===== src/rtl/pipe_hazard_ctrl_if.sv =====
`default_nettype none
// ============================================================================
// Module      : pipe_hazard_ctrl_if
// Description : Hazard inputs, pipeline-register controls and performance
//               counters exchanged between the Y86-64 datapath and its
//               control unit.
// Revision    : 1.0  initial release
// ============================================================================
interface pipe_hazard_ctrl_if #(
    parameter int STAT_W = 3
);
    logic [3:0]        D_icode;
    logic [3:0]        d_srcA;
    logic [3:0]        d_srcB;
    logic [3:0]        E_icode;
    logic [3:0]        E_dstM;
    logic              e_Cnd;
    logic [3:0]        M_icode;
    logic [STAT_W-1:0] m_stat;
    logic [STAT_W-1:0] W_stat;

    logic              F_stall;
    logic              D_stall;
    logic              D_bubble;
    logic              E_bubble;
    logic              M_bubble;
    logic              W_stall;
    logic              set_cc;
    logic              halted;
    logic [STAT_W-1:0] cpu_stat;
    logic [31:0]       perf_cycles;
    logic [31:0]       perf_stalls;
    logic [31:0]       perf_mispred;

    modport master (
        output D_icode, d_srcA, d_srcB, E_icode, E_dstM, e_Cnd, M_icode,
               m_stat, W_stat,
        input  F_stall, D_stall, D_bubble, E_bubble, M_bubble, W_stall,
               set_cc, halted, cpu_stat, perf_cycles, perf_stalls, perf_mispred
    );

    modport slave (
        input  D_icode, d_srcA, d_srcB, E_icode, E_dstM, e_Cnd, M_icode,
               m_stat, W_stat,
        output F_stall, D_stall, D_bubble, E_bubble, M_bubble, W_stall,
               set_cc, halted, cpu_stat, perf_cycles, perf_stalls, perf_mispred
    );
endinterface
`default_nettype wire


===== src/rtl/pipe_hazard_ctrl.sv =====
`default_nettype none
// ============================================================================
// Module      : pipe_hazard_ctrl
// Description : Y86-64 five-stage pipeline control: load/use, ret, mispredict
//               and exception handling with boot flush and sticky halt.
//               Optional performance counters under PIPE_PERF_CNT_EN.
// Revision    : 1.0  initial release
// ============================================================================
module pipe_hazard_ctrl #(
    parameter int BOOT_CYCLES = 4,
    parameter int STAT_W      = 3
) (
    input  wire logic          clk,
    input  wire logic          rst_n,
    pipe_hazard_ctrl_if.slave  bus
);
    localparam logic [3:0]        C_MRMOVQ    = 4'd5;
    localparam logic [3:0]        C_OPQ       = 4'd6;
    localparam logic [3:0]        C_JXX       = 4'd7;
    localparam logic [3:0]        C_RET       = 4'd9;
    localparam logic [3:0]        C_POPQ      = 4'd11;
    localparam logic [3:0]        C_RNONE     = 4'd15;
    localparam logic [3:0]        C_BOOT_LAST = 4'(BOOT_CYCLES - 1);
    localparam logic [STAT_W-1:0] C_AOK       = STAT_W'(1);

    typedef enum logic [1:0] {
        S_BOOT = 2'd0,
        S_RUN  = 2'd1,
        S_HALT = 2'd2
    } state_t;

    state_t            state_q, state_d;
    logic [3:0]        boot_cnt_q, boot_cnt_d;
    logic [STAT_W-1:0] cpu_stat_q, cpu_stat_d;

    logic w_lu, w_ret, w_mp, w_m_exc, w_w_exc, w_exc;
    logic w_f_stall, w_d_stall, w_d_bubble, w_e_bubble, w_m_bubble, w_w_stall, w_set_cc;

    function automatic logic is_exc(input logic [STAT_W-1:0] s);
        return (s == STAT_W'(2)) || (s == STAT_W'(3)) || (s == STAT_W'(4));
    endfunction

    always_comb begin
        w_lu    = ((bus.E_icode == C_MRMOVQ) || (bus.E_icode == C_POPQ)) &&
                  (bus.E_dstM != C_RNONE) &&
                  ((bus.E_dstM == bus.d_srcA) || (bus.E_dstM == bus.d_srcB));
        w_ret   = (bus.D_icode == C_RET) || (bus.E_icode == C_RET) || (bus.M_icode == C_RET);
        w_mp    = (bus.E_icode == C_JXX) && !bus.e_Cnd;
        w_m_exc = is_exc(bus.m_stat);
        w_w_exc = is_exc(bus.W_stat);
        w_exc   = w_m_exc || w_w_exc;
    end

    // Held-in-reset outputs equal BOOT outputs because reset forces S_BOOT.
    always_comb begin
        w_f_stall  = 1'b1;
        w_d_stall  = 1'b0;
        w_d_bubble = 1'b1;
        w_e_bubble = 1'b1;
        w_m_bubble = 1'b1;
        w_w_stall  = 1'b0;
        w_set_cc   = 1'b0;
        case (state_q)
            S_RUN: begin
                w_f_stall  = w_lu || w_ret;
                w_d_stall  = w_lu;
                w_d_bubble = w_mp || (!w_lu && w_ret);
                w_e_bubble = w_mp || w_lu;
                w_m_bubble = w_exc;
                w_w_stall  = w_w_exc;
                w_set_cc   = (bus.E_icode == C_OPQ) && !w_exc;
            end
            S_HALT: begin
                w_f_stall  = 1'b1;
                w_d_stall  = 1'b1;
                w_d_bubble = 1'b0;
                w_e_bubble = 1'b1;
                w_m_bubble = 1'b1;
                w_w_stall  = 1'b1;
                w_set_cc   = 1'b0;
            end
            default: ;
        endcase
    end

    always_comb begin
        state_d    = state_q;
        boot_cnt_d = boot_cnt_q;
        cpu_stat_d = cpu_stat_q;
        case (state_q)
            S_BOOT: begin
                boot_cnt_d = boot_cnt_q + 4'd1;
                if (boot_cnt_q == C_BOOT_LAST) begin
                    state_d = S_RUN;
                end
            end
            S_RUN: begin
                if (w_w_exc) begin
                    state_d    = S_HALT;
                    cpu_stat_d = bus.W_stat;
                end
            end
            S_HALT:  ;
            default: state_d = S_BOOT;
        endcase
    end

    always_ff @(posedge clk or negedge rst_n) begin
        if (!rst_n) begin
            state_q    <= S_BOOT;
            boot_cnt_q <= 4'd0;
            cpu_stat_q <= C_AOK;
        end else begin
            state_q    <= state_d;
            boot_cnt_q <= boot_cnt_d;
            cpu_stat_q <= cpu_stat_d;
        end
    end

    assign bus.F_stall  = w_f_stall;
    assign bus.D_stall  = w_d_stall;
    assign bus.D_bubble = w_d_bubble;
    assign bus.E_bubble = w_e_bubble;
    assign bus.M_bubble = w_m_bubble;
    assign bus.W_stall  = w_w_stall;
    assign bus.set_cc   = w_set_cc;
    assign bus.halted   = (state_q == S_HALT);
    assign bus.cpu_stat = cpu_stat_q;

`ifdef PIPE_PERF_CNT_EN
    logic [31:0] perf_cycles_q,  perf_cycles_d;
    logic [31:0] perf_stalls_q,  perf_stalls_d;
    logic [31:0] perf_mispred_q, perf_mispred_d;

    // Counters only advance in RUN; BOOT and HALT freeze them.
    always_comb begin
        perf_cycles_d  = perf_cycles_q;
        perf_stalls_d  = perf_stalls_q;
        perf_mispred_d = perf_mispred_q;
        if (state_q == S_RUN) begin
            perf_cycles_d = perf_cycles_q + 32'd1;
            if (w_d_stall || (w_ret && !w_mp)) begin
                perf_stalls_d = perf_stalls_q + 32'd1;
            end
            if (w_mp) begin
                perf_mispred_d = perf_mispred_q + 32'd1;
            end
        end
    end

    always_ff @(posedge clk or negedge rst_n) begin
        if (!rst_n) begin
            perf_cycles_q  <= 32'd0;
            perf_stalls_q  <= 32'd0;
            perf_mispred_q <= 32'd0;
        end else begin
            perf_cycles_q  <= perf_cycles_d;
            perf_stalls_q  <= perf_stalls_d;
            perf_mispred_q <= perf_mispred_d;
        end
    end

    assign bus.perf_cycles  = perf_cycles_q;
    assign bus.perf_stalls  = perf_stalls_q;
    assign bus.perf_mispred = perf_mispred_q;
`else
    assign bus.perf_cycles  = 32'd0;
    assign bus.perf_stalls  = 32'd0;
    assign bus.perf_mispred = 32'd0;
`endif
endmodule
`default_nettype wire


===== src/flat_wrapper.sv =====
// flat-port wrapper written by rule: the top's interface ports become plain ports
module pipe_hazard_ctrl_flat 
#(
    parameter int BOOT_CYCLES = 4,
    parameter int STAT_W      = 3
)
  (clk, rst_n, bus_D_icode, bus_d_srcA, bus_d_srcB, bus_E_icode, bus_E_dstM, bus_e_Cnd, bus_M_icode, bus_m_stat, bus_W_stat, bus_F_stall, bus_D_stall, bus_D_bubble, bus_E_bubble, bus_M_bubble, bus_W_stall, bus_set_cc, bus_halted, bus_cpu_stat, bus_perf_cycles, bus_perf_stalls, bus_perf_mispred);
  pipe_hazard_ctrl_if #(.STAT_W(STAT_W)) bus_i ();
  input  wire logic clk;
  input  wire logic rst_n;
  input wire logic [$bits(bus_i.D_icode)-1:0] bus_D_icode;
  input wire logic [$bits(bus_i.d_srcA)-1:0] bus_d_srcA;
  input wire logic [$bits(bus_i.d_srcB)-1:0] bus_d_srcB;
  input wire logic [$bits(bus_i.E_icode)-1:0] bus_E_icode;
  input wire logic [$bits(bus_i.E_dstM)-1:0] bus_E_dstM;
  input wire logic [$bits(bus_i.e_Cnd)-1:0] bus_e_Cnd;
  input wire logic [$bits(bus_i.M_icode)-1:0] bus_M_icode;
  input wire logic [$bits(bus_i.m_stat)-1:0] bus_m_stat;
  input wire logic [$bits(bus_i.W_stat)-1:0] bus_W_stat;
  output wire logic [$bits(bus_i.F_stall)-1:0] bus_F_stall;
  output wire logic [$bits(bus_i.D_stall)-1:0] bus_D_stall;
  output wire logic [$bits(bus_i.D_bubble)-1:0] bus_D_bubble;
  output wire logic [$bits(bus_i.E_bubble)-1:0] bus_E_bubble;
  output wire logic [$bits(bus_i.M_bubble)-1:0] bus_M_bubble;
  output wire logic [$bits(bus_i.W_stall)-1:0] bus_W_stall;
  output wire logic [$bits(bus_i.set_cc)-1:0] bus_set_cc;
  output wire logic [$bits(bus_i.halted)-1:0] bus_halted;
  output wire logic [$bits(bus_i.cpu_stat)-1:0] bus_cpu_stat;
  output wire logic [$bits(bus_i.perf_cycles)-1:0] bus_perf_cycles;
  output wire logic [$bits(bus_i.perf_stalls)-1:0] bus_perf_stalls;
  output wire logic [$bits(bus_i.perf_mispred)-1:0] bus_perf_mispred;
  assign bus_i.D_icode = bus_D_icode;
  assign bus_i.d_srcA = bus_d_srcA;
  assign bus_i.d_srcB = bus_d_srcB;
  assign bus_i.E_icode = bus_E_icode;
  assign bus_i.E_dstM = bus_E_dstM;
  assign bus_i.e_Cnd = bus_e_Cnd;
  assign bus_i.M_icode = bus_M_icode;
  assign bus_i.m_stat = bus_m_stat;
  assign bus_i.W_stat = bus_W_stat;
  assign bus_F_stall = bus_i.F_stall;
  assign bus_D_stall = bus_i.D_stall;
  assign bus_D_bubble = bus_i.D_bubble;
  assign bus_E_bubble = bus_i.E_bubble;
  assign bus_M_bubble = bus_i.M_bubble;
  assign bus_W_stall = bus_i.W_stall;
  assign bus_set_cc = bus_i.set_cc;
  assign bus_halted = bus_i.halted;
  assign bus_cpu_stat = bus_i.cpu_stat;
  assign bus_perf_cycles = bus_i.perf_cycles;
  assign bus_perf_stalls = bus_i.perf_stalls;
  assign bus_perf_mispred = bus_i.perf_mispred;
  pipe_hazard_ctrl #(.BOOT_CYCLES(BOOT_CYCLES), .STAT_W(STAT_W)) u_core (.clk(clk), .rst_n(rst_n), .bus(bus_i));
endmodule

===== config.mk =====
export PLATFORM = sky130hd
export DESIGN_NAME = pipe_hazard_ctrl_flat
export DESIGN_NICKNAME = d
export VERILOG_FILES = /design/src/rtl/pipe_hazard_ctrl_if.sv /design/src/rtl/pipe_hazard_ctrl.sv /design/src/flat_wrapper.sv
export SDC_FILE = /design/constraint.sdc
export NUM_CORES = 1
export LEC_CHECK = 0
export BUFFER_PORTS_ARGS = -buffer_cell sky130_fd_sc_hd__buf_2
export CORE_ASPECT_RATIO = 0.6
export CORE_UTILIZATION = 41
export CTS_BUF_LIST = sky130_fd_sc_hd__clkbuf_2 sky130_fd_sc_hd__clkbuf_4 sky130_fd_sc_hd__clkbuf_8
export DETAILED_ROUTE_END_ITERATION = 16
export PLACE_DENSITY_LB_ADDON = 0.12
export SYNTH_ARGS = -nofsm -noshare
export SYNTH_HDL_FRONTEND = slang
export SYNTH_SLANG_ARGS = --single-unit

===== constraint.sdc =====
create_clock -name clk -period 4.7 [get_ports clk]
set_input_delay 0.235 -clock clk [delete_from_list [all_inputs] [get_ports clk]]
set_output_delay 0.235 -clock clk [all_outputs]
set_load 0.005 [all_outputs]

==> run metrics <==
vias in the first global route 721; die height approximately 48 microns; crit path cell chain inv_1 -> ha_1 -> nand3_2 -> a211o_1 -> nor3_1 -> buf_2; wire per inst 8.82 microns; initial core utilization 44.2%; Async S/R FF share, synth 100%; Most used DFF post-synth dfrtp_1; setup bufs post-CTS 0; leading area contributor after synthesis buf_4; root buffer cell clkbuf_8; drt total wl roughly 2300 microns; clock-pin slew on the worst setup and hold paths 50 ps; most common cell in the netlist buf_4; VDD IR max 171 uV; Commonest cells post-synth buf_4 (96), xor2_1 (10), dfrtp_1 (8); pre-CTS setup slack 2960 ps; worst path arrival time 1750 ps; Resize count post-CTS 0; CTS Buf Count 3; Vias/cell approximately 3.6; Antenna diodes 0; initial antenna violation count 0; detailed placer's ending HPWL 2020 microns; # fillers about 350; critical path's largest stage delay 390 ps; Port Buffers 43; worst-skew pair later-pin latency approximately 240 ps; vias 951; Setup WS post-layout approximately 2700 ps; worst path required time 4470 ps; I/O Pins 140; Leakage 0.855 nW; post-synthesis sequential area ratio approximately 15%; Tcrit/Tclk final a little over two fifths; Critical-path top delay cell dfrtp_1; Mapped Area 0.00148 sq mm; largest fanout on the critical path 9; setup violation total in the final timing report 0; CTS H-tree depth 1; final cell count without fillers 265; grt ovf 0; Yosys reg bits 9; Peak Freq 504 MHz; Top Family by Delay on Critical Path flip-flops; hold crit path type input pin to flip-flop; CP Class flip-flop to output pin; Layout area overhead -2.63%; clk sinks 9; Max-Cap Viols 0; Fin. Hold Viols 0; Cells after Synth 174; max-slew violations 0; CTS tree done; CTS max path bufs 2; unrepaired setup endpoints after global routing false; main area contributors after synthesis buf_4 (49%), dfrtp_1 (14%), xor2_1 (5.9%); Post-CTS Hold Fix Bufs 1; synth warn 0; Die Wd 79.5 microns; Buf/Inv on CP 2; critical path capture point type output pin; # placed instances 260; Worst Hold Slack 256 ps; DRC viols 0; status finished clean; TNS Setup 0 ps; largest net degree at the start of global routing 10; Final Power approximately 0.54 mW; Die ar. 0.00385 sq mm; RePlAce Congestion about 0.74; Layout Skew 3.35 ps; Cell variety after synth 37; Site Rows 16; Detailed Route Iter0 Violations 24; drt pass-1 iters 3; Yosys top cell area share 48.8%; Total GRT Usage 11.4%; post-route ant nets 0; core footprint 0.00334 sq mm; Pwr Density about 370 mW/mm^2; minimum clock period after layout 1980 ps; fraction of layout cells with a size suffix above 1 roughly a quarter; Worst setup SP type flip-flop; final net count between 200 and 300; number of synthesized flops with an enable pin 0; R2R setup slack 3090 ps; Mapped Avg Cell Area 8.49 sq um; first-pass GRT wire length 3350 microns
[metrics by stage]
step / util, % / area, sq um
after floorplan: - / 1830
after global placement: 41.2 / 1380
after detailed placement: 41.2 / 1380
after CTS: 43.0 / 1440
after global routing: 43.0 / 1440
final: 43.0 / 1440
[state kept, by name, indices dropped and copies added, names as in the netlist]
name                 count
u_core.boot_cnt_q        4
u_core.bus.cpu_stat      3
u_core.state_q           2
[area by class of cell]
| type | instances | area (sq um) | area share [%] |
|---|---|---|---|
| timing repair buffer | 44 | 225 | 15.7 |
| tap | 45 | 56.3 | 3.92 |
| sequential | 9 | 226 | 15.8 |
| clock buffer | 4 | 48.8 | 3.39 |
| multi-input combinational | 157 | 858 | 59.7 |
| inverter | 6 | 22.5 | 1.57 |
[cell families after synthesis]
| kind of cell | after synthesis | share of synthesized area, % |
|---|---|---|
| AOI/OAI and AO/OA | 17 | 8.56 |
| xor gates and xnor gates | 12 | 7.12 |
| adders and majority gates | 5 | 4.24 |
| buffers and inverters | 103 | 50.7 |
| DFF | 9 | 15.3 |
| muxes | 3 | 2.80 |
| other | 1 | 0.254 |
| and+or+nand+nor | 24 | 11.0 |
[layout by cell type, fill, tap and decap left out, types with 2 or more instances in the layout]
master    instances
nand4_1           2
inv_1             5
a21oi_1           3
nand3_1           2
nor3_1            2
nand2_1           2
xnor2_1           2
nor4bb_1          3
dfrtp_1           8
xor2_1           10
buf_2            43
mux2_4            2
clkbuf_8          3
a31oi_1           3
conb_1           96
ha_1              5
nor2_1            2
o211a_1           2
or3b_1            2
nor4_1            2
o21ai_1           2
o21a_1            2
[final timing paths]
| kind | from | end | cells after the start |
|---|---|---|---|
| max reg2reg | u_core.boot_cnt_q[0] | u_core.state_q[1] | 5 |
| max | u_core.state_q[1] | bus_set_cc | 6 |
| min | bus_W_stat[1] | u_core.bus.cpu_stat[2] | 2 |
| min in group asynchronous | rst_n | u_core.bus.cpu_stat[2] | 2 |
| max in group asynchronous | rst_n | u_core.bus.cpu_stat[0] | 2 |
| min reg2reg | u_core.boot_cnt_q[3] | u_core.boot_cnt_q[3] | 1 |
[metal layers]
metal	part of all wire [%]	track usage (%)
met5	0	0
met3	11	4.53
met4	0.34	2.73
met1	44	15.3
met2	45	17.0
[power by group]
| part | leakage, nW | total (mW) | switching, mW | internal [mW] |
|---|---|---|---|---|
| clock network | 0.0262 | 0.0979 | 0.0328 | 0.0651 |
| logic | 0.723 | 0.291 | 0.150 | 0.141 |
| registers | 0.105 | 0.149 | 0.0283 | 0.120 |
| total | 0.855 | 0.538 | 0.211 | 0.327 |
Note: power is estimated with default switching activity, not from simulation.
